===== src/rtl/req_page_splitter_if.sv =====
// rtl/req_page_splitter_if.sv - request-in / sub-request-out bundle around the page splitter
interface req_page_splitter_if #(
  parameter int VADDR_BITS = 48,
  parameter int LEN_BITS   = 28,
  parameter int PID_BITS   = 6,
  parameter int DEST_BITS  = 4,
  parameter int VFID_BITS  = 1
);
  logic                  s_req_valid;
  logic                  s_req_ready;
  logic [VADDR_BITS-1:0] s_req_vaddr;
  logic [LEN_BITS-1:0]   s_req_len;
  logic                  s_req_stream;
  logic                  s_req_sync;
  logic                  s_req_ctl;
  logic                  s_req_host;
  logic [DEST_BITS-1:0]  s_req_dest;
  logic [PID_BITS-1:0]   s_req_pid;
  logic [VFID_BITS-1:0]  s_req_vfid;

  logic                  m_req_valid;
  logic                  m_req_ready;
  logic [VADDR_BITS-1:0] m_req_vaddr;
  logic [LEN_BITS-1:0]   m_req_len;
  logic                  m_req_stream;
  logic                  m_req_sync;
  logic                  m_req_ctl;
  logic                  m_req_host;
  logic                  m_req_last;
  logic [DEST_BITS-1:0]  m_req_dest;
  logic [PID_BITS-1:0]   m_req_pid;
  logic [VFID_BITS-1:0]  m_req_vfid;

  // master: the environment issuing parents and consuming chunks
  modport master (
    output s_req_valid, s_req_vaddr, s_req_len, s_req_stream, s_req_sync, s_req_ctl,
           s_req_host, s_req_dest, s_req_pid, s_req_vfid, m_req_ready,
    input  s_req_ready, m_req_valid, m_req_vaddr, m_req_len, m_req_stream, m_req_sync,
           m_req_ctl, m_req_host, m_req_last, m_req_dest, m_req_pid, m_req_vfid
  );

  // slave: the splitter itself
  modport slave (
    input  s_req_valid, s_req_vaddr, s_req_len, s_req_stream, s_req_sync, s_req_ctl,
           s_req_host, s_req_dest, s_req_pid, s_req_vfid, m_req_ready,
    output s_req_ready, m_req_valid, m_req_vaddr, m_req_len, m_req_stream, m_req_sync,
           m_req_ctl, m_req_host, m_req_last, m_req_dest, m_req_pid, m_req_vfid
  );
endinterface


===== src/rtl/req_page_splitter.sv =====
// rtl/req_page_splitter.sv - splits virtual requests into chunks that never cross a page
// boundary or exceed the max chunk size, so each chunk needs exactly one TLB lookup.
module req_page_splitter #(
  parameter int VADDR_BITS     = 48,
  parameter int LEN_BITS       = 28,
  parameter int PID_BITS       = 6,
  parameter int DEST_BITS      = 4,
  parameter int VFID_BITS      = 1,
  parameter int PG_BITS        = 12,
  parameter int MAX_CHUNK_BITS = 12
) (
  input  logic        aclk,
  input  logic        srst,
  req_page_splitter_if.slave bus,
  output logic [31:0] stat_req_cnt,
  output logic [31:0] stat_chunk_cnt,
  output logic [31:0] stat_drop_cnt
);

  typedef enum logic {IDLE = 1'b0, SPLIT = 1'b1} state_t;

  localparam logic [LEN_BITS:0] ONE        = {{LEN_BITS{1'b0}}, 1'b1};
  localparam logic [LEN_BITS:0] PAGE_BYTES = ONE << PG_BITS;
  localparam logic [LEN_BITS:0] MAX_BYTES  = ONE << MAX_CHUNK_BITS;

  state_t                state_q, state_d;
  logic [VADDR_BITS-1:0] vaddr_q, vaddr_d;
  logic [LEN_BITS-1:0]   rem_q, rem_d;
  logic                  stream_q, stream_d;
  logic                  sync_q, sync_d;
  logic                  ctl_q, ctl_d;
  logic                  host_q, host_d;
  logic                  first_q, first_d;
  logic [DEST_BITS-1:0]  dest_q, dest_d;
  logic [PID_BITS-1:0]   pid_q, pid_d;
  logic [VFID_BITS-1:0]  vfid_q, vfid_d;
  logic [31:0]           req_cnt_q, req_cnt_d;
  logic [31:0]           chunk_cnt_q, chunk_cnt_d;
  logic [31:0]           drop_cnt_q, drop_cnt_d;

  logic [LEN_BITS:0]     page_room;
  logic [LEN_BITS:0]     lim;
  logic [LEN_BITS-1:0]   chunk_len;
  logic                  chunk_last;
  logic                  s_hs;
  logic                  m_hs;

  // Chunk size depends only on registered state; one extra bit holds a full page.
  always_comb begin
    page_room = PAGE_BYTES - {{(LEN_BITS + 1 - PG_BITS){1'b0}}, vaddr_q[PG_BITS-1:0]};
    lim       = (page_room < MAX_BYTES) ? page_room : MAX_BYTES;
    if ({1'b0, rem_q} <= lim) begin
      chunk_len  = rem_q;
      chunk_last = 1'b1;
    end else begin
      chunk_len  = lim[LEN_BITS-1:0];
      chunk_last = 1'b0;
    end
  end

  assign s_hs = bus.s_req_valid && (state_q == IDLE);
  assign m_hs = bus.m_req_ready && (state_q == SPLIT);

  always_comb begin
    state_d     = state_q;
    vaddr_d     = vaddr_q;
    rem_d       = rem_q;
    stream_d    = stream_q;
    sync_d      = sync_q;
    ctl_d       = ctl_q;
    host_d      = host_q;
    first_d     = first_q;
    dest_d      = dest_q;
    pid_d       = pid_q;
    vfid_d      = vfid_q;
    req_cnt_d   = req_cnt_q;
    chunk_cnt_d = chunk_cnt_q;
    drop_cnt_d  = drop_cnt_q;
    case (state_q)
      IDLE: begin
        if (s_hs) begin
          if (bus.s_req_len != '0) begin
            state_d   = SPLIT;
            vaddr_d   = bus.s_req_vaddr;
            rem_d     = bus.s_req_len;
            stream_d  = bus.s_req_stream;
            sync_d    = bus.s_req_sync;
            ctl_d     = bus.s_req_ctl;
            host_d    = bus.s_req_host;
            dest_d    = bus.s_req_dest;
            pid_d     = bus.s_req_pid;
            vfid_d    = bus.s_req_vfid;
            first_d   = 1'b1;
            req_cnt_d = req_cnt_q + 32'd1;
          end else begin
            drop_cnt_d = drop_cnt_q + 32'd1;
          end
        end
      end
      SPLIT: begin
        if (m_hs) begin
          chunk_cnt_d = chunk_cnt_q + 32'd1;
          first_d     = 1'b0;
          if (chunk_last) begin
            state_d = IDLE;
          end else begin
            vaddr_d = vaddr_q + VADDR_BITS'(chunk_len);
            rem_d   = rem_q - chunk_len;
          end
        end
      end
      default: state_d = IDLE;
    endcase
  end

  always_ff @(posedge aclk) begin
    if (srst) begin
      state_q     <= IDLE;
      vaddr_q     <= '0;
      rem_q       <= '0;
      stream_q    <= 1'b0;
      sync_q      <= 1'b0;
      ctl_q       <= 1'b0;
      host_q      <= 1'b0;
      first_q     <= 1'b0;
      dest_q      <= '0;
      pid_q       <= '0;
      vfid_q      <= '0;
      req_cnt_q   <= '0;
      chunk_cnt_q <= '0;
      drop_cnt_q  <= '0;
    end else begin
      state_q     <= state_d;
      vaddr_q     <= vaddr_d;
      rem_q       <= rem_d;
      stream_q    <= stream_d;
      sync_q      <= sync_d;
      ctl_q       <= ctl_d;
      host_q      <= host_d;
      first_q     <= first_d;
      dest_q      <= dest_d;
      pid_q       <= pid_d;
      vfid_q      <= vfid_d;
      req_cnt_q   <= req_cnt_d;
      chunk_cnt_q <= chunk_cnt_d;
      drop_cnt_q  <= drop_cnt_d;
    end
  end

  // rem_q is zero out of reset, so last is gated by state to keep idle outputs clear.
  assign bus.s_req_ready  = (state_q == IDLE);
  assign bus.m_req_valid  = (state_q == SPLIT);
  assign bus.m_req_vaddr  = vaddr_q;
  assign bus.m_req_len    = chunk_len;
  assign bus.m_req_last   = (state_q == SPLIT) && chunk_last;
  assign bus.m_req_ctl    = ctl_q && bus.m_req_last;
  assign bus.m_req_sync   = sync_q && first_q;
  assign bus.m_req_stream = stream_q;
  assign bus.m_req_host   = host_q;
  assign bus.m_req_dest   = dest_q;
  assign bus.m_req_pid    = pid_q;
  assign bus.m_req_vfid   = vfid_q;

  assign stat_req_cnt   = req_cnt_q;
  assign stat_chunk_cnt = chunk_cnt_q;
  assign stat_drop_cnt  = drop_cnt_q;

endmodule


===== src/flat_wrapper.sv =====
// flat-port wrapper written by rule: the top's interface ports become plain ports
module req_page_splitter_flat 
#(
  parameter int VADDR_BITS     = 48,
  parameter int LEN_BITS       = 28,
  parameter int PID_BITS       = 6,
  parameter int DEST_BITS      = 4,
  parameter int VFID_BITS      = 1,
  parameter int PG_BITS        = 12,
  parameter int MAX_CHUNK_BITS = 12
)
  (aclk, srst, stat_req_cnt, stat_chunk_cnt, stat_drop_cnt, bus_s_req_valid, bus_s_req_vaddr, bus_s_req_len, bus_s_req_stream, bus_s_req_sync, bus_s_req_ctl, bus_s_req_host, bus_s_req_dest, bus_s_req_pid, bus_s_req_vfid, bus_m_req_ready, bus_s_req_ready, bus_m_req_valid, bus_m_req_vaddr, bus_m_req_len, bus_m_req_stream, bus_m_req_sync, bus_m_req_ctl, bus_m_req_host, bus_m_req_last, bus_m_req_dest, bus_m_req_pid, bus_m_req_vfid);
  req_page_splitter_if #(.VADDR_BITS(VADDR_BITS), .LEN_BITS(LEN_BITS), .PID_BITS(PID_BITS), .DEST_BITS(DEST_BITS), .VFID_BITS(VFID_BITS)) bus_i ();
  input  logic aclk;
  input  logic srst;
  output logic [31:0] stat_req_cnt;
  output logic [31:0] stat_chunk_cnt;
  output logic [31:0] stat_drop_cnt;
  input wire logic [$bits(bus_i.s_req_valid)-1:0] bus_s_req_valid;
  input wire logic [$bits(bus_i.s_req_vaddr)-1:0] bus_s_req_vaddr;
  input wire logic [$bits(bus_i.s_req_len)-1:0] bus_s_req_len;
  input wire logic [$bits(bus_i.s_req_stream)-1:0] bus_s_req_stream;
  input wire logic [$bits(bus_i.s_req_sync)-1:0] bus_s_req_sync;
  input wire logic [$bits(bus_i.s_req_ctl)-1:0] bus_s_req_ctl;
  input wire logic [$bits(bus_i.s_req_host)-1:0] bus_s_req_host;
  input wire logic [$bits(bus_i.s_req_dest)-1:0] bus_s_req_dest;
  input wire logic [$bits(bus_i.s_req_pid)-1:0] bus_s_req_pid;
  input wire logic [$bits(bus_i.s_req_vfid)-1:0] bus_s_req_vfid;
  input wire logic [$bits(bus_i.m_req_ready)-1:0] bus_m_req_ready;
  output wire logic [$bits(bus_i.s_req_ready)-1:0] bus_s_req_ready;
  output wire logic [$bits(bus_i.m_req_valid)-1:0] bus_m_req_valid;
  output wire logic [$bits(bus_i.m_req_vaddr)-1:0] bus_m_req_vaddr;
  output wire logic [$bits(bus_i.m_req_len)-1:0] bus_m_req_len;
  output wire logic [$bits(bus_i.m_req_stream)-1:0] bus_m_req_stream;
  output wire logic [$bits(bus_i.m_req_sync)-1:0] bus_m_req_sync;
  output wire logic [$bits(bus_i.m_req_ctl)-1:0] bus_m_req_ctl;
  output wire logic [$bits(bus_i.m_req_host)-1:0] bus_m_req_host;
  output wire logic [$bits(bus_i.m_req_last)-1:0] bus_m_req_last;
  output wire logic [$bits(bus_i.m_req_dest)-1:0] bus_m_req_dest;
  output wire logic [$bits(bus_i.m_req_pid)-1:0] bus_m_req_pid;
  output wire logic [$bits(bus_i.m_req_vfid)-1:0] bus_m_req_vfid;
  assign bus_i.s_req_valid = bus_s_req_valid;
  assign bus_i.s_req_vaddr = bus_s_req_vaddr;
  assign bus_i.s_req_len = bus_s_req_len;
  assign bus_i.s_req_stream = bus_s_req_stream;
  assign bus_i.s_req_sync = bus_s_req_sync;
  assign bus_i.s_req_ctl = bus_s_req_ctl;
  assign bus_i.s_req_host = bus_s_req_host;
  assign bus_i.s_req_dest = bus_s_req_dest;
  assign bus_i.s_req_pid = bus_s_req_pid;
  assign bus_i.s_req_vfid = bus_s_req_vfid;
  assign bus_i.m_req_ready = bus_m_req_ready;
  assign bus_s_req_ready = bus_i.s_req_ready;
  assign bus_m_req_valid = bus_i.m_req_valid;
  assign bus_m_req_vaddr = bus_i.m_req_vaddr;
  assign bus_m_req_len = bus_i.m_req_len;
  assign bus_m_req_stream = bus_i.m_req_stream;
  assign bus_m_req_sync = bus_i.m_req_sync;
  assign bus_m_req_ctl = bus_i.m_req_ctl;
  assign bus_m_req_host = bus_i.m_req_host;
  assign bus_m_req_last = bus_i.m_req_last;
  assign bus_m_req_dest = bus_i.m_req_dest;
  assign bus_m_req_pid = bus_i.m_req_pid;
  assign bus_m_req_vfid = bus_i.m_req_vfid;
  req_page_splitter #(.VADDR_BITS(VADDR_BITS), .LEN_BITS(LEN_BITS), .PID_BITS(PID_BITS), .DEST_BITS(DEST_BITS), .VFID_BITS(VFID_BITS), .PG_BITS(PG_BITS), .MAX_CHUNK_BITS(MAX_CHUNK_BITS)) u_core (.aclk(aclk), .srst(srst), .bus(bus_i), .stat_req_cnt(stat_req_cnt), .stat_chunk_cnt(stat_chunk_cnt), .stat_drop_cnt(stat_drop_cnt));
endmodule

===== config.mk =====
export PLATFORM = sky130hd
export DESIGN_NAME = req_page_splitter_flat
export DESIGN_NICKNAME = d
export VERILOG_FILES = /design/src/rtl/req_page_splitter_if.sv /design/src/rtl/req_page_splitter.sv /design/src/flat_wrapper.sv
export SDC_FILE = /design/constraint.sdc
export NUM_CORES = 1
export LEC_CHECK = 0
export CAP_MARGIN = 15
export CORE_ASPECT_RATIO = 0.5
export CORE_MARGIN = 1.5
export CORE_UTILIZATION = 23
export CTS_CLUSTER_SIZE = 40
export DETAILED_ROUTE_END_ITERATION = 8
export GPL_TIMING_DRIVEN = 0
export PLACE_DENSITY = 0.4
export SKIP_CTS_REPAIR_TIMING = 1
export SYNTH_ARGS = -nofsm -noshare
export SYNTH_HDL_FRONTEND = slang
export SYNTH_SLANG_ARGS = --single-unit

===== constraint.sdc =====
create_clock -name aclk -period 14.65 [get_ports aclk]
set_input_delay 2.1975 -clock aclk [delete_from_list [all_inputs] [get_ports aclk]]
set_output_delay 2.1975 -clock aclk [all_outputs]
set_load 0.02 [all_outputs]

==> impl.org, run 1 <==
** Status
- Status :: finished, final reports clean

** Synthesis
- Fraction of post-synthesis cell area in the top cell type by area :: 32.3%
- Mapped Area :: 0.0117 mm^2
- For this run, asynchronously set or reset flops after synthesis account for 0%.
- Number of instances in the synthesized netlist :: 1488
- Synthesis instantiated 76 different standard cells from the library.
- Top cells by area, synth :: sky130_fd_sc_hd__dfxtp_1 32%, sky130_fd_sc_hd__ha_1 6.2%, sky130_fd_sc_hd__nor2_1 5.6%
- The biggest area contributor in the post-synthesis netlist is sky130_fd_sc_hd__dfxtp_1.
- The synthesized design contains 189 register bits.
- Of the synthesized area, sequential elements account for 32.3%.
- Counting flops with a built-in enable in the synthesized netlist gives 0.
- Yosys printed 0 warnings.
- Avg Cell Area, Syn :: 7.87 um^2
- Synth Flop Type :: sky130_fd_sc_hd__dfxtp_1

** Power and ir drop
- Net Sw Frac :: 40.6%
- In this run, the clock network consumes 27.0% of the power.
- Leak Pwr :: 5.85 nW
- Total power for the finished layout comes to 1.81 mW.
- IR analysis of the VDD net gives a maximum drop of 0.0530 mV.
- Power per unit of standard cell area :: 113 mW/mm^2
- The share of total power dissipated in combinational logic is 40.4%.
- Registers are responsible for 32.5% of the overall power.
- The analysis attributes to net switching a power of 0.733 mW.
- The internal portion of the total power is 1.07 mW.

** Drt
- After detailed routing, the average wire length per cell comes to 19.5 um.
- The pre-antenna-repair detailed-routing pass consisted of 5 iterations.
- In this run the remaining antenna-violating nets after routing total 0.
- The detailed router finished its first iteration with 677 violations.
- Vias/cell :: 4.70
- Final wirelength :: 49.0 mm
- Via count :: 11800
- For this run, design rule violations remaining after detail routing come to 0.

** Floorplanning
- The floorplan step set the die height to 163 um.
- Die area :: 0.0524 mm^2
- Effective utilization at floorplan :: 23.3%
- In this run the horizontal extent of the chip is 322 um.
- Standard-cell row count :: 58
- Top Ports :: 285
- Core ar. :: 0.0502 mm^2

** Clocking
- Counting every sink on the clock net gives 189.
- The number of clock buffers added by TritonCTS is 17.
- The H-tree was split into 4 levels.
- TritonCTS built the clock tree.
- After clock tree synthesis, the clock-pin slew on the worst setup and hold paths is 0.09 ns.
- CTS Root Buffer Type :: sky130_fd_sc_hd__clkbuf_16
- For the worst-skew pair, the clock arrives at the later sink with an insertion delay of 0.47 ns.
- Maximum number of buffers from clock root to sink :: 2

** Global routing
- The number of antenna violations at the first check in global routing was 2.
- The total overflow left after global routing is 0.
- The number of global-route vias before repair was 11700.
- Met2 track demand over resource in global routing :: 32.8%
- The first global-routing pass estimated 73.2 mm of wire.
- Total routing resource utilization after global routing :: 18.5%
- Global-route track usage on met1 :: 23.5%
- Most congested layer reported by global routing :: met2
- Met3 Use GR :: 2.86%
- Entering global routing, the biggest net connects 21 pins.

** Critical path
- WP data arrival :: 8.95 ns
- Along the worst path, the maximum fanout reaches 10.
- Source of the worst register-to-register timing path :: u_core.bus.m_req_vaddr[0]
- At the worst endpoint, the required time is 14.97 ns.
- The worst register-to-register path has a depth of 24.
- STA classifies the critical path startpoint as a flop.
- Critical Path End Type :: flop
- In this run the worst setup path begins at u_core.bus.m_req_vaddr[0].
- Internal reg-to-reg setup slack :: 6.02 ns
- The worst setup path is of the flop to flop kind.
- Critical R2R Capture :: u_core.bus.m_req_vaddr[46]

** Min path
- Min-delay worst type :: flop to flop
- HP Start :: u_core.first_q
- For hold timing, the worst endpoint is u_core.first_q.
- Instance count along the most critical hold path :: 2

** Placement
- Detailed placement finished with a half-perimeter wire length of 38.3 mm.
- Weighted congestion at the end of routability-driven global placement :: 0.882
- Port buffering added 268 buffers.
- Instance area at placement :: 0.0154 mm^2

** Timing
- Setup TNS :: 0 ns
- For this run, the top clock speed supported by timing is 0.116 GHz.
- Final period util :: 58.9%
- The number of max-slew violations in the final report was 0.
- Actual slew at the worst max-slew pin :: 1.10 ns
- Setup Skew :: 0.0200 ns
- Worst max-slew margin expressed relative to the limit :: 26.4%
- Final critical-path required period :: 8.63 ns
- Setup repair after global routing left no endpoint under its margin.
- Final Hold Violating Endpoints :: 0
- Setup violations remaining at the end of the flow were counted as 0.

** Layout
- Fill cell count :: 5474
- The library cell used most frequently in the layout, excluding fill and tap cells, is sky130_fd_sc_hd__clkdlybuf4s50_1.
- Post-layout util :: 31.8%
- In the final design database the tool counted 1960 nets.
- Cells with a size suffix above 1 make up 5.34% of the layout.
- Synth-to-Final Area Change :: 36.5%
- Most frequent cells in the layout :: 268 x sky130_fd_sc_hd__clkdlybuf4s50_1, 189 x sky130_fd_sc_hd__dfxtp_1, 175 x sky130_fd_sc_hd__nor2_1
- Once layout is done, the placed cells without fillers occupy 0.0160 mm^2.

** Run
- Number of maximum-capacitance constraint violations :: 0
[power by group through the flow]
stage | logic (mW) | clock network [mW] | registers [mW]
final | 0.730 | 0.489 | 0.588
after CTS | 0.728 | 0.505 | 0.587
after floorplan | 0.459 | 0 | 0.606
after detailed placement | 0.724 | 0 | 0.599
after global routing | 0.806 | 0.525 | 0.593
after global placement | 0.727 | 0 | 0.599
[critical path, stage by stage (launching register included)]
cell and delay, ns:
sky130_fd_sc_hd__dfxtp_1 0.38, sky130_fd_sc_hd__or3_1 0.45, sky130_fd_sc_hd__or4_1 0.49, sky130_fd_sc_hd__nor4_1 0.36, sky130_fd_sc_hd__nand2b_1 0.13, sky130_fd_sc_hd__o22ai_1 0.22
sky130_fd_sc_hd__inv_1 0.08, sky130_fd_sc_hd__ha_1 0.32, sky130_fd_sc_hd__nand4_1 0.16, sky130_fd_sc_hd__nor3_1 0.23, sky130_fd_sc_hd__o31ai_1 0.10, sky130_fd_sc_hd__a21oi_1 0.65
sky130_fd_sc_hd__nor2_1 0.34, sky130_fd_sc_hd__clkbuf_1 0.41, sky130_fd_sc_hd__o21ai_0 0.50, sky130_fd_sc_hd__inv_1 0.26, sky130_fd_sc_hd__fa_1 0.50, sky130_fd_sc_hd__nand2b_1 0.19
sky130_fd_sc_hd__a21oi_1 0.22, sky130_fd_sc_hd__o21ai_0 0.22, sky130_fd_sc_hd__a211oi_1 0.63, sky130_fd_sc_hd__o211ai_1 0.30, sky130_fd_sc_hd__a22oi_1 0.48, sky130_fd_sc_hd__nor4b_1 0.66
sky130_fd_sc_hd__a211oi_1 0.18
[per-stage QoR]
stage          setup slack (ns)  hold slack (ns)  cells
5_1_grt                    5.50            0.479   2509
3_3_place_gp               6.04            0.444   2475
6_report                   6.02            0.451   2509
3_5_place_dp               6.11            0.443   2476
4_1_cts                    6.05            0.453   2507
2_1_floorplan              7.97            0.432   1517
[state kept, by name (all words and copies together), names as in the netlist]
signal,count
u_core.stat_chunk_cnt,32
u_core.bus.m_req_stream,1
u_core.stat_drop_cnt,32
u_core.stat_req_cnt,32
u_core.bus.m_req_valid,1
u_core.bus.m_req_vaddr,48
u_core.first_q,1
u_core.bus.m_req_pid,6
u_core.bus.m_req_dest,4
u_core.bus.m_req_host,1
u_core.sync_q,1
u_core.bus.m_req_vfid,1
u_core.rem_q,28
u_core.ctl_q,1
[synth_stat cells (all sizes together), types with 3 or more instances]
| master | n |
|---|---|
| dfxtp | 189 |
| a221oi | 5 |
| clkbuf | 48 |
| nor2b | 11 |
| and4 | 12 |
| nor4 | 25 |
| a32oi | 3 |
| nor3 | 33 |
| a41oi | 4 |
| o21bai | 4 |
| nor2 | 175 |
| xnor2 | 50 |
| o2111ai | 3 |
| a21o | 17 |
| inv | 52 |
| a2111oi | 3 |
| or4 | 7 |
| buf | 38 |
| nand2 | 138 |
| nand2b | 12 |
| o32ai | 5 |
| nand4 | 32 |
| xor2 | 67 |
| o31ai | 5 |
| a311oi | 8 |
| o22ai | 4 |
| nand3 | 59 |
| a21oi | 128 |
| o21a | 7 |
| o21ai | 97 |
| mux2i | 23 |
| o31a | 5 |
| o211ai | 5 |
| mux2 | 4 |
| and3 | 27 |
| o311ai | 7 |
| a31oi | 18 |
| and2 | 11 |
| or3 | 21 |
| ha | 58 |
| or2 | 5 |
| a211oi | 39 |
[cell families (layout without fill, tap and decap cells)]
family	count (synthesis)	count (layout)	synth area share [%]
adders and majority gates	60	60	6.54
other	1	32	0.0320
and+or+nand+nor	574	574	23.7
xor gates and xnor gates	117	117	8.75
buffers and inverters	138	438	5.50
muxes	27	27	2.35
DFF	189	189	32.3
AOI/OAI and AO/OA	382	382	20.8
[cell type report]
type	instances	area (um^2)	area share, %
Clock buffer	17	425	2.66
Timing Repair Buffer	269	2690	16.8
Buffer	86	449	2.81
Antenna cell	2	5.00	0.0313
Multi-Input combinational cell	1190	7400	46.3
Clock inverter	14	171	1.07
Inverter	52	195	1.22
Tap cell	690	863	5.40
Sequential cell	189	3780	23.7
[worst max path at each step]
stage | slack (ns) | to | cells past startpoint
floorplan | 7.97 | u_core.rem_q[18] | 23
global placement | 6.04 | u_core.bus.m_req_vaddr[46] | 24
detailed placement | 6.11 | u_core.bus.m_req_vaddr[46] | 24
CTS | 6.05 | u_core.bus.m_req_vaddr[46] | 24
global route | 5.50 | u_core.bus.m_req_vaddr[46] | 24
finish | 6.02 | u_core.bus.m_req_vaddr[46] | 24
[layer usage]
layer  vias up  wire, um  share of wire, %
li1       5953         -                 -
met1      5601     22200                45
met2       191     24400                50
met3        35      1600               3.3
met4         0       767               1.6
met5         -         0                 0
No activity file was read; power rests on OpenSTA's default activity.
==> run 2: changes to the inputs <==
==> constraint.sdc (replaced) <==
create_clock -name aclk -period 8.15 [get_ports aclk]
set_input_delay 1.2225 -clock aclk [delete_from_list [all_inputs] [get_ports aclk]]
set_output_delay 1.2225 -clock aclk [all_outputs]
set_load 0.02 [all_outputs]
==> run 2 against run 1 <==
Clock skew shrank 0.0026 ns. Non-clock buffer count unchanged. Sequential power increased by 80%. Critical endpoint is now u_core.bus.m_req_vaddr[39]. Largest power group unchanged. Combinational power up 81%. Routed wire length hardly changed. Count of clock-buffer cells in the layout unchanged. Clock power rose by 80%. Sequential share of layout area shrank 0.054 points. Sequential cell count unchanged. Register-to-register slack got worse by 5.5 ns.
==> impl.org, run 2 (synthesis results as in run 1) <==
** Critical path
- Counting stages on the worst path, the most repeated cell is sky130_fd_sc_hd__o21ai_0.
- Traced cell by cell, the critical path runs through or3_1, or4_1, nor4_1, nand2b_1, o22ai_1, inv_1, ha_1, nand4_1, nor3_1, o31ai_1, a21oi_2, nor2_2, clkbuf_2, o21ai_0, ha_1, a21oi_1, o21ai_0, o211ai_1, a2111oi_1, o2111ai_1, a211oi_2, o21ai_0, a221oi_2.
- Internal reg-to-reg setup slack :: 0.51 ns (-5.51 ns)
- The critical-path maximum fanout came to 10 (unchanged).
- The worst setup path is captured at a flop.
- R2r worst-path depth :: 23 (-4.2%)
- The critical path is of the flop to flop type.
- The worst register-to-register path ends at u_core.bus.m_req_vaddr[39].
- Delay of the slowest cell on the worst path :: 0.65 ns (about the same)
- Required time reported for the critical path endpoint :: 8.52 ns (-6.45 ns)
- WP data arrival :: 8.01 ns (-0.94 ns)
- The startpoint identified for the worst register-to-register timing path is u_core.bus.m_req_vaddr[0].
- The slowest stage of the critical path is the sky130_fd_sc_hd__o21ai_0 cell.
- STA classifies the critical path startpoint as a flop.

** Layout
- Post-layout util :: 31.9% (+0.072 points)
- Most frequent cells in the layout :: 268 x sky130_fd_sc_hd__clkdlybuf4s50_1, 189 x sky130_fd_sc_hd__dfxtp_1, 174 x sky130_fd_sc_hd__nor2_1
- The share of post-route cells with drive strength above 1 is 5.83% (+0.50 points).
- From synthesis to final layout, the design area changed by 36.8%.
- Most common cell after layout, fill and taps aside :: sky130_fd_sc_hd__clkdlybuf4s50_1
- The flip-flop count of the largest register, all copies and words added is 48 (unchanged).
- Layout Nets :: 1960 (unchanged)
- Fin cells :: 2509 (unchanged)
- Fill cell count :: 5475 (+0.018%)

** Min path
- Instance count along the most critical hold path :: 2 (unchanged)
- HP Start :: u_core.first_q
- The path with the worst hold slack has its endpoint at u_core.first_q.
- The path class of the tightest hold or removal check is flop to flop.

** Drt
- DRC violation count after routing :: 0 (unchanged)
- Vias/cell :: 4.72 (+0.47%)
- Number of nets with antenna violations after detailed routing :: 0 (unchanged)
- The detailed-routing iteration count for the pre-antenna-repair pass was 5 (unchanged).
- The final routed wirelength across all metal layers is 49.0 mm (about the same).
- Average detailed-routed wire length per instance :: 19.5 um (about the same)
- Via count :: 11800 (+0.47%)
- Number of DRC violations after detailed-routing iteration 0 :: 713 (+5.3%)

** Power and ir drop
- Power per unit of standard cell area :: 203 mW/mm^2 (+80%)
- The reported leakage power was 5.86 nW (+0.20%).
- Worst IR drop on VDD :: 0.0966 mV (+82%)

** Timing
- Final Hold Violating Endpoints :: 0 (unchanged)
- Setup repair after global routing left no endpoint under its margin.
- The post-route fraction of the period consumed by the critical path was 93.8% (+35 points).
- Maximum clock frequency :: 0.131 GHz (+13%)
- The worst-margin pin slew came to 1.11 ns (+0.00933 ns).
- Worst hold margin :: 0.451 ns (-0.00000400 ns)
- Setup TNS :: 0 ns (unchanged)
- Final setup violation count :: 0 (unchanged)
- The headroom to the max-slew limit is 25.8% (-0.62 points).
- Number of max-slew violations in the final report :: 0 (unchanged)
- The final worst clock skew is 0.0174 ns (-0.00261 ns).
- Final critical-path required period :: 7.64 ns (-0.987 ns)

** Floorplanning
- Core ar. :: 0.0502 mm^2 (unchanged)
- Die width :: 322 um (unchanged)
- Die area :: 0.0524 mm^2 (unchanged)
- Die Y-Extent :: 163 um (unchanged)
- Standard-cell row count :: 58 (unchanged)
- Top Ports :: 285 (unchanged)
- Effective utilization at floorplan :: 23.3% (unchanged)

** Global routing
- First-pass GRT wire length :: 73.2 mm (unchanged)
- Largest net degree at the start of global routing :: 21 (unchanged)
- The total grt overflow came to 0 (unchanged).
- The overall track demand over capacity in global routing was 18.5% (unchanged).
- Vias in the first global route :: 11700 (unchanged)
- Initial antenna violation count :: 2 (unchanged)

** Clocking
- Clock transition at the register clock pins on the worst setup and hold paths after CTS :: 0.09 ns (about the same)
- The tree is rooted in a sky130_fd_sc_hd__clkbuf_16.
- The total number of H-tree levels came to 4 (unchanged).
- The maximum count of clock buffers along a single path was 2 (unchanged).
- The clock sink total came to 189 (unchanged).
- TritonCTS built the clock tree.
- TritonCTS buffer count :: 17 (unchanged)
- The clock latency of the later-clocked register in the worst-skew pair is 0.47 ns (about the same).

** Status
- The flow ran to the end, and the final reports show no timing, DRC or antenna violations.

** Placement
- DP HPWL :: 38.3 mm (unchanged)
- Port bufs :: 268 (unchanged)
- The weighted congestion at the end of routability-driven global placement came to 0.882 (unchanged).
- The count of placed standard cells including taps was 2476 (unchanged).

** Run
- Number of maximum-capacitance constraint violations :: 0 (unchanged)
-- run 2: cell counts in the layout (fill, tap and decap cells not counted) --
Identical to the previous run, type by type.
-- run 2: cell type report --
class | count | area (um^2) | area share, %
sequential | 189 | 3780 | 23.6
clock inverter | 14 | 171 | 1.07
clock buffer | 17 | 425 | 2.66
inverter | 52 | 195 | 1.22
antenna | 2 | 5.00 | 0.0312
multi-input combinational | 1190 | 7430 | 46.4
buffer | 86 | 452 | 2.82
tap | 690 | 863 | 5.39
timing repair buffer | 269 | 2690 | 16.8
-- run 2: report_power, final --
part / internal [mW] / switching (mW)
Combinational: 0.542 / 0.778
Sequential: 0.978 / 0.0785
Clock: 0.414 / 0.467
Total: 1.93 / 1.32
-- run 2: worst max path at each step --
stage | from | to | slack, ns | depth (start not counted)
final | u_core.bus.m_req_vaddr[0] | u_core.bus.m_req_vaddr[39] | 0.51 | 23
after global routing | u_core.bus.m_req_vaddr[0] | u_core.bus.m_req_vaddr[39] | 0.008 | 23
after CTS | u_core.bus.m_req_vaddr[0] | u_core.bus.m_req_vaddr[46] | -0.45 | 24
after detailed placement | u_core.bus.m_req_vaddr[0] | u_core.bus.m_req_vaddr[46] | -0.39 | 24
after global placement | u_core.bus.m_req_vaddr[0] | u_core.bus.m_req_vaddr[46] | -0.46 | 24
after floorplan | u_core.bus.m_req_vaddr[0] | u_core.rem_q[18] | 1.47 | 23
-- run 2: layer usage --
| metal | track usage (%) | share of wire [%] | up-vias |
|---|---|---|---|
| met5 | 0 | 0 | - |
| met4 | 4.12 | 1.5 | 0 |
| met3 | 2.86 | 3.4 | 39 |
| met2 | 32.8 | 50 | 200 |
| met1 | 23.5 | 45 | 5640 |
| li1 | - | - | 5956 |
-- run 2: per-stage QoR --
stage | instance area [um^2] | total power [mW] | worst slack, ns
2_1_floorplan | 11800 | 1.91 | 1.47
3_3_place_gp | 15400 | 2.38 | -0.462
3_5_place_dp | 15400 | 2.38 | -0.395
4_1_cts | 16000 | 3.27 | -0.455
5_1_grt | 16000 | 3.46 | 0.00844
6_report | 16000 | 3.26 | 0.507
-- run 2: critical path, delay by kind of cell (launching register included) --
family	cells	cell delay (ns)
buffers and inverters	2	0.38
adders and majority gates	2	0.63
AOI/OAI and AO/OA	12	4.14
DFF	1	0.37
and+or+nand+nor	7	2.01
